$ cat config.mk
export PLATFORM = sky130hd
export DESIGN_NAME = inst_fetch_ctrl
export DESIGN_NICKNAME = d
export VERILOG_FILES = /design/src/rtl/fetch_pkg.sv /design/src/rtl/inst_fetch_ctrl.sv
export SDC_FILE = /design/constraint.sdc
export NUM_CORES = 1
export LEC_CHECK = 0
export ABC_AREA = 1
export CELL_PAD_IN_SITES_DETAIL_PLACEMENT = 2
export CELL_PAD_IN_SITES_GLOBAL_PLACEMENT = 2
export CORE_MARGIN = 1
export CORE_UTILIZATION = 20
export DETAILED_ROUTE_END_ITERATION = 7
export PLACE_DENSITY = 0.95
export REMOVE_ABC_BUFFERS = 1
export SLEW_MARGIN = 20
export SYNTH_ARGS = -nofsm -noshare
export SYNTH_HDL_FRONTEND = slang
export SYNTH_SLANG_ARGS = --single-unit
$ cat constraint.sdc
create_clock -name clk -period 5.2 [get_ports clk]
set_input_delay 1.04 -clock clk [delete_from_list [all_inputs] [get_ports clk]]
set_output_delay 1.04 -clock clk [all_outputs]
set_load 0.02 [all_outputs]
$ cat src/rtl/fetch_pkg.sv
// Shared types and constants for the instruction fetch front end.
package fetch_pkg;

    typedef enum logic [1:0] {
        IDLE    = 2'd0,
        FETCH   = 2'd1,
        WAIT    = 2'd2,
        DISCARD = 2'd3
    } fetch_state_t;

    localparam logic [31:0] RESET_PC_DEFAULT = 32'hBFC0_0000;

    function automatic logic [31:0] word_align(input logic [31:0] pc);
        return pc & 32'hFFFF_FFFC;
    endfunction

    // A fetched pair never straddles an 8-byte boundary.
    function automatic logic [31:0] next_pair_pc(input logic [31:0] pc);
        return pc + (pc[2] ? 32'd4 : 32'd8);
    endfunction

endpackage

$ cat src/rtl/inst_fetch_ctrl.sv
// Fetch sequencer: issues single-outstanding I-cache pair requests and fills inst_fifo,
// flushing on redirects and dropping responses that belong to a squashed request.
module inst_fetch_ctrl
    import fetch_pkg::*;
#(
    parameter logic [31:0] RESET_PC = RESET_PC_DEFAULT
) (
    input  logic        clk,
    input  logic        rst,
    input  logic        redirect_valid,
    input  logic [31:0] redirect_pc,
    input  logic        redirect_delay,
    input  logic        fifo_full,
    output logic        fifo_rst,
    output logic        delay_rst,
    output logic        icache_req,
    output logic [31:0] icache_addr,
    input  logic        icache_addr_ok,
    input  logic        icache_data_ok,
    input  logic [31:0] icache_rdata1,
    input  logic [31:0] icache_rdata2,
    output logic        fifo_we1,
    output logic        fifo_we2,
    output logic [31:0] fifo_waddr1,
    output logic [31:0] fifo_waddr2,
    output logic [31:0] fifo_wdata1,
    output logic [31:0] fifo_wdata2,
    output logic [31:0] fetch_pc
);

    fetch_state_t state_q, state_d;
    logic [31:0]  fetch_pc_q, fetch_pc_d;
    logic [31:0]  req_pc_q, req_pc_d;
    logic         redirect;
    logic         write_pair;

    always_ff @(posedge clk or posedge rst) begin
        if (rst) begin
            state_q    <= IDLE;
            fetch_pc_q <= RESET_PC;
            req_pc_q   <= 32'h0;
        end else begin
            state_q    <= state_d;
            fetch_pc_q <= fetch_pc_d;
            req_pc_q   <= req_pc_d;
        end
    end

    // Redirects are ignored while IDLE so nothing is flushed straight out of reset.
    assign redirect = redirect_valid && (state_q != IDLE);

    always_comb begin
        state_d    = state_q;
        fetch_pc_d = fetch_pc_q;
        req_pc_d   = req_pc_q;
        icache_req = 1'b0;
        write_pair = 1'b0;

        if (redirect) begin
            fetch_pc_d = word_align(redirect_pc);
        end

        unique case (state_q)
            IDLE: begin
                state_d = FETCH;
            end
            FETCH: begin
                icache_req = !fifo_full && !redirect_valid;
                if (icache_req && icache_addr_ok) begin
                    req_pc_d   = fetch_pc_q;
                    fetch_pc_d = next_pair_pc(fetch_pc_q);
                    state_d    = WAIT;
                end
            end
            WAIT: begin
                if (icache_data_ok) begin
                    write_pair = !redirect;
                    state_d    = FETCH;
                end else if (redirect) begin
                    state_d = DISCARD;
                end
            end
            DISCARD: begin
                if (icache_data_ok) begin
                    state_d = FETCH;
                end
            end
            default: begin
                state_d = IDLE;
            end
        endcase
    end

    always_comb begin
        fifo_rst    = redirect;
        delay_rst   = redirect && redirect_delay;
        icache_addr = icache_req ? word_align(fetch_pc_q) : 32'h0;
        fifo_we1    = write_pair;
        fifo_we2    = write_pair && !req_pc_q[2];
        fifo_waddr1 = write_pair ? req_pc_q : 32'h0;
        fifo_waddr2 = write_pair ? req_pc_q + 32'd4 : 32'h0;
        fifo_wdata1 = write_pair ? icache_rdata1 : 32'h0;
        fifo_wdata2 = write_pair ? icache_rdata2 : 32'h0;
        fetch_pc    = fetch_pc_q;
    end

endmodule

-- After elaboration in Yosys (flattened, before gate mapping)
Index checks and enable logic that the tools add are counted.
- add/sub/neg operators: 2
- $mul: 0
- divide/modulo/power cells: 0
- order comparisons: 0
- equality and inequality tests: 6
- shifts and indexed selects: 0
- muxes and demuxes: 17
- bitwise operators: 0
- reductions and logical operators: 13
- operator list (cell ; count):
    $mux 32 ; 8
    $add 32x3->32 const B ; 1
    $add 32x4->32 ; 1
    $mux 2 ; 4
    $pmux 2 s4 ; 1
    $logic_and 1x1->1 ; 5
    $eq 2x2->1 const B ; 2
    $logic_not 1->1 ; 4
    $mux 4 ; 1
    $ne 2x2->1 const B ; 2
    $mux 1 ; 3
    $ne 3x3->1 const B ; 1
    $reduce_and 3->1 ; 1
    $eq 2x1->1 const B ; 1
    $logic_not 2->1 ; 1
    $reduce_and 2->1 ; 1
    $reduce_bool 2->1 ; 1
- flip-flop bits (word level): 66
- latch bits: 0
- memory bits (writable): 0
- bits in read-only memories: 0
- bits of input ports: 103
- output and inout port bits: 197
- word-level logic and storage cells: 41
- memories: 0

-- Longest topological paths before layout
Gate-level depths: netlist of run 1.
- word-level depth: 6
- gate-level depth with buffers: 10

-- Worst setup path before layout of run 1
OpenSTA, ideal clock, no wires.
- path kind: input-to-output
- from: input port redirect_valid
- to: output port fifo_waddr2[0]
- data arrival time: 2.139 ns
- data required time: 4.160 ns
- slack: 2.021 ns
- stages: 7
- path buffers: 2
- cell sequence: inv_1 -> nor2_4 -> nor3_2 -> inv_2 -> clkbuf_1 -> nor2_1 -> buf_4
- cells in the longest elaborated chain, start to end: 5
- ends and longest elaborated chain (what ; line ; RTL):
    start, declared ; inst_fetch_ctrl.sv:10 ; input logic redirect_valid,
    $logic_and 1x1->1 ; inst_fetch_ctrl.sv:50 ; assign redirect = redirect_valid && (state_q != IDLE);
    $logic_not 1->1 ; inst_fetch_ctrl.sv:77 ; write_pair = !redirect;
    $mux 1 ; inst_fetch_ctrl.sv:76 ; if (icache_data_ok) begin
    $mux 1 ; inst_fetch_ctrl.sv:63 ; unique case (state_q)
    $mux 32 ; inst_fetch_ctrl.sv:101 ; fifo_waddr2 = write_pair ? req_pc_q + 32'd4 : 32'h0;
    end, declared ; inst_fetch_ctrl.sv:25 ; output logic [31:0] fifo_waddr2,
Every way passes these cells.

-- Worst setup path after layout of run 1
- from: input port icache_data_ok
- to: output port fifo_wdata1[15]
- cells in the longest elaborated chain, start to end: 3
- ends and longest elaborated chain (what ; line ; RTL):
    start, declared ; inst_fetch_ctrl.sv:19 ; input logic icache_data_ok,
    $mux 1 ; inst_fetch_ctrl.sv:76 ;
    $mux 1 ; inst_fetch_ctrl.sv:63 ;
    $mux 32 ; inst_fetch_ctrl.sv:102 ; fifo_wdata1 = write_pair ? icache_rdata1 : 32'h0;
    end, declared ; inst_fetch_ctrl.sv:26 ; output logic [31:0] fifo_wdata1,
Every way passes these cells.

==> qor.csv, run 1 <==
metric,value,unit
status,"complete, no violations",
grt_pass1_vias,7622,
grt_pass1_wl,43050,um
vias_per_cell,4.494,
crit_fanout,77,
cts_buffer_depth,2,
yosys_warnings,0,
yosys.area_share.simple,0.4084,
finalCritPeriodShare,0.8497,
yosysTopAreaCell,dfrtp_1,
synthFlopType,dfrtp_1,
rsz0062_at_grt,false,
clock_skew,5.245,ps
antenna_found_initial,1,
cts_made_buffers,9,
die_h,167.6,um
h-tree-depth,3,
dieWidth,167.6,um
synth_top_family_by_area,simple AND/OR/NAND/NOR gates,
placed_area,8751,um2
wl_met2,14770,um
fin_ws,781.4,ps
cts_hold_buf,0,
gr-total-overflow,0,
synth-compound-area-share,0.1065,
synthTopCellsByArea,"dfrtp_1 (26%), nor2_1 (17%), nand2_1 (14%)",
tritoncts,done,
reg2reg_depth,9,
grtUsageTotal,0.1989,
setup_viol,0,
r2r_start,state_q[1],
total_power,3.801,mW
fill_cells,3254,
ctsResizeCount,0,
drtPass1Iterations,4,
synth_xor_area_frac,0.01596,
syn_to_final_growth,65.54,%
slew_headroom,0.3818,
drt_iter0_markers,208,
min_period,4419,ps
required,4160,ps
end_kind,primary output,
met1Wirelength,11300,um
place_ws,725.8,ps
initial_core_util,0.2036,
drc,0,
min-delay-start,req_pc_q[1],
final_nets,1324,
synth.cell_area,5487,um2
power.density,418.5,nW/um2
finalInstanceArea,9082,um2
vdd_drop_max,168.8,uV
clk_latency,340,ps
design.core.area,26950,um2
clkSlewWorstSetupHoldPaths,60,ps
critical_path_class,in2out,
ios,300,
routed-wl-met3,1292,um
dieArea,28100,um2
finalSetupTns,0,ps
hold_class,reg2reg,
totalWireLength,27880,um
maxCapViolations,0,
fmax,226.3,MHz
synth-seq-cells,66,
io_buffers,295,
cts_root_buffer,clkbuf_16,
drv_slew,0,
worstMarginPinSlew,924.0,ps
avgSynthCellArea,5.868,um2
reg2reg_to,fetch_pc[23],
synth_top_area_frac,0.2600,
critPathLaunchType,input port,
cts.sinks,66,
worstPathArrival,3380,ps
async_flop_share,1.000,
synth.distinct_cells,36,
synthTopCellsByCount,"nor2_1 (250), nand2_1 (210), inv_1 (161), dfrtp_1 (57), o21ai_0 (57)",
hold_path_end,req_pc_q[1],
rows,60,
finalHoldViolCount,0,
grt_max_degree,78,
place_congestion,0.8241,
top_layer_used,met4,
yosysMostFrequentCell,nor2_1,
cts_setup_buffers,0,
ant_nets,0,
drive_above_1_share,0.05337,
reg2reg_setup_slack,2840,ps
hpwl,22930,um
via_count,7010,
seq_area_frac_synth,0.3031,
synthCells,935,
synthAdderAreaFrac,0.01824,
wire_per_inst,17.87,um
holdPathStages,2,
p_leak,3.998,nW
muxShareOfSynthArea,0,
synth_edf_count,0,
[placed cells by master (no fill, tap or decap), types with 2 or more instances in the layout]
master,n
a21oi_1,19
buf_4,14
bufinv_16,2
clkbuf_16,9
clkdlybuf4s50_1,291
clkinvlp_4,4
conb_1,2
dfrtp_1,57
dfstp_2,9
ha_1,8
inv_1,160
inv_2,3
nand2_1,210
nand2_2,5
nand3_1,43
nand4_1,7
nor2_1,250
nor2_2,6
nor2_4,7
nor3_1,8
o211ai_1,19
o21a_1,3
o21ai_0,57
o21ai_1,2
xor2_1,9
[worst max path at each step]
stage | start | cells after the start | to | slack [ps]
final | icache_data_ok | 7 | fifo_wdata1[15] | 780
after global routing | icache_data_ok | 7 | fifo_wdata2[5] | 550
after CTS | redirect_valid | 8 | fifo_wdata1[17] | 730
after detailed placement | redirect_valid | 8 | fifo_wdata1[17] | 730
after global placement | redirect_valid | 8 | fifo_waddr2[12] | 820
after floorplan | redirect_valid | 5 | fifo_waddr1[0] | 690
[power breakdown]
part	internal [mW]	total (mW)	switching (mW)
clock network	0.433	0.689	0.256
logic	0.753	1.97	1.22
registers	0.779	1.14	0.363
total	1.97	3.80	1.84
[cell type report]
type / instances / area (um2) / share of cell area
antenna: 1 / 2.502 / 0.0002755
clock buffer: 10 / 239.0 / 0.02631
clock inverter: 6 / 90.09 / 0.009919
inverter: 164 / 618.1 / 0.06805
multi-input combinational: 667 / 3025 / 0.3331
sequential: 66 / 1663 / 0.1831
tap: 341 / 426.7 / 0.04698
timing repair buffer: 305 / 3018 / 0.3323
[per-layer routing]
metal,vias to the layer above,global-route usage
met3,25,0.03167
met2,196,0.3833
met4,0,0.05544
met1,3401,0.2226
met5,-,0
li1,3388,-
[stage by stage]
stage	cells	util	hold WS, ps
2_1_floorplan	897	-	504.7
6_report	1560	0.3370	545.0
3_5_place_dp	1543	0.3247	533.2
3_3_place_gp	1543	0.3247	492.8
4_1_cts	1559	0.3369	551.6
5_1_grt	1560	0.3370	565.5
[critical path, cell delays in order]
cell	delay (ps)
clkdlybuf4s50_1	480
inv_1	70
nor3_2	320
inv_4	320
buf_4	340
nor2_1	120
clkdlybuf4s50_1	610
[sequential cells by signal, summed over array words and instances (netlist names)]
name and cells:
fetch_pc 32, req_pc_q 32, state_q 2
[logic make-up after synthesis]
kind of cell,count (synthesis)
other,1
and+or+nand+nor,543
buffers and inverters,203
DFF,66
AOI/OAI and AO/OA,104
adders and majority gates,8
xor gates and xnor gates,10
Power figures use the tool's default switching activity.
==> run 2, diff against run 1 <==
- CORE_UTILIZATION: 20 -> 19
- PLACE_DENSITY: 0.95 -> 0.93
- clock period: 5.2 -> 4.6 ns (I/O delays scaled with it)
==> run 2 against run 1 <==
Power grew 11%. Critical path type unchanged. Clock-buffer cell count unchanged. Clock skew rose by 2.8 ps. Combinational power rose by 13%. Core utilization down 1.2 points. First-iteration DRC count up 14%. Die area grew 5.2%. Register-to-register slack got worse by 590 ps. Clock power up 3.0%. Routed wire length up 2.6%. Final cell count increased by 2.5%.
==> qor.csv, run 2 (synthesis gave the netlist of run 1 again) <==
metric,value,unit,change
status,"complete, no violations",,unchanged
ctsResizeCount,0,,unchanged
syn_to_final_growth,66.29,%,was 65.54%
crit_fanout,43,,was 77
final_util,0.3248,,was 0.3370
cts.sinks,66,,unchanged
min_period,4158,ps,
gr-total-overflow,0,,unchanged
cts_root_buffer,clkbuf_16,,unchanged
ios,300,,unchanged
rsz0062_at_grt,false,,unchanged
dieArea,29560,um2,was 28100 um2
finalCritPeriodShare,0.9040,,
end_kind,primary output,,unchanged
clkSlewWorstSetupHoldPaths,60,ps,about the same
initial_core_util,0.1953,,was 0.2036
drv_slew,0,,unchanged
cts_setup_buffers,0,,unchanged
place_congestion,0.8391,,was 0.8241
finalHoldWorstSlack,530.2,ps,was 545.0 ps
tritoncts,done,,unchanged
cts_buffer_depth,2,,unchanged
hold_class,reg2reg,,unchanged
slew_headroom,0.4114,,was 0.3818
routed-wl-met3,1962,um,was 1292 um
vias_per_cell,4.403,,was 4.494
cts_hold_buf,0,,unchanged
crit_chain,clkdlybuf4s50_1 > inv_1 > nor3_2 > inv_4 > buf_4 > nor2_1 > clkdlybuf4s50_1,,unchanged
vdd_drop_max,237.6,uV,was 168.8 uV
power.density,463.7,nW/um2,was 418.5 nW/um2
cp_common_cell,clkdlybuf4s50_1,,unchanged
drt_iter0_markers,237,,was 208
wire_per_inst,17.89,um,was 17.87 um
clock_skew,8.053,ps,was 5.245 ps
ant_nets,0,,unchanged
h-tree-depth,3,,unchanged
dieWidth,171.9,um,was 167.6 um
critical_path_class,in2out,,unchanged
wl_met2,14930,um,was 14770 um
mostFrequentLayoutCells,"clkdlybuf4s50_1 (292), nor2_1 (250), nand2_1 (210)",,"was clkdlybuf4s50_1 (291), nor2_1 (250), nand2_1 (210)"
totalWireLength,28600,um,was 27880 um
antenna_found_initial,3,,was 1
drive_above_1_share,0.05250,,was 0.05337
worstPathArrival,3240,ps,was 3380 ps
drtPass1Iterations,4,,unchanged
met1Wirelength,11360,um,was 11300 um
setup_viol,0,,unchanged
critPathLaunchType,input port,,unchanged
hold_path_end,fetch_pc[1],,was req_pc_q[1]
fmax,240.5,MHz,
finalHoldViolCount,0,,unchanged
grt_max_degree,75,,was 78
finalSetupTns,0,ps,unchanged
clk_latency,330,ps,was 340 ps
hpwl,23380,um,was 22930 um
drc,0,,unchanged
grtUsageTotal,0.1893,,was 0.1989
reg2reg_setup_slack,2250,ps,was 2840 ps
max_stage_delay,690,ps,was 610 ps
grt_pass1_wl,42400,um,was 43050 um
maxCapViolations,0,,unchanged
required,3680,ps,was 4160 ps
reg2reg_to,fetch_pc[23],,unchanged
io_buffers,295,,unchanged
p_leak,3.987,nW,was 3.998 nW
grt_pass1_vias,7631,,was 7622
final_nets,1325,,was 1324
top_layer_used,met4,,unchanged
cts_made_buffers,9,,unchanged
holdPathStages,2,,unchanged
r2r_start,state_q[1],,unchanged
via_count,7040,,was 7010
rows,61,,was 60
die_h,171.9,um,was 167.6 um
worstMarginPinSlew,881.8,ps,was 924.0 ps
reg2reg_depth,9,,unchanged
min-delay-start,fetch_pc[1],,was req_pc_q[1]
design.core.area,28090,um2,was 26950 um2
critPathSlowestCell,clkdlybuf4s50_1,,unchanged
layout_commonest_cell,clkdlybuf4s50_1,,unchanged
## run 2: area by class of cell
| cell class | count | area (um2) |
|---|---|---|
| inverters | 164 | 619.3 |
| multi-input cells | 667 | 3025 |
| well taps | 378 | 473.0 |
| repair buffers | 306 | 3040 |
| clock buffers | 10 | 229.0 |
| clock inverters | 6 | 68.82 |
| diodes | 2 | 5.005 |
| fillers | 3370 | 18960 |
| flip-flops and latches | 66 | 1663 |
## run 2: metrics by stage
stage | std cells | power (mW) | instance area, um2 | worst slack [ps]
detailed placement | 1581 | 3.546 | 8820 | 447.6
global placement | 1581 | 3.443 | 8820 | 489.2
global route | 1599 | 4.542 | 9124 | 321.9
CTS | 1597 | 4.290 | 9117 | 439.5
floorplan | 897 | 2.414 | 5299 | 326.7
finish | 1599 | 4.231 | 9124 | 441.7
## run 2: layer usage
layer / track usage / up-vias
li1: - / 3387
met1: 0.2059 / 3411
met2: 0.3673 / 223
met3: 0.04051 / 19
met4: 0.04502 / 0
met5: 0 / -
## run 2: where the power goes
part | switching [mW] | total (mW) | internal, mW
clock network | 0.289 | 0.710 | 0.421
registers | 0.419 | 1.30 | 0.881
logic | 1.37 | 2.22 | 0.853
## run 2: worst max path at each step
stage | startpoint | end | slack [ps] | depth (start not counted)
final | icache_data_ok | fifo_waddr2[15] | 440 | 7
after detailed placement | redirect_valid | delay_rst | 450 | 7
after global placement | redirect_valid | delay_rst | 490 | 7
after floorplan | redirect_valid | fifo_waddr1[0] | 330 | 5
after CTS | redirect_valid | delay_rst | 440 | 7
after global routing | redirect_valid | delay_rst | 320 | 7
## run 2: critical path: cells and delay by family
family / cells / cell delay (ps)
buffers and inverters: 5 / 1590
and+or+nand+nor: 2 / 700
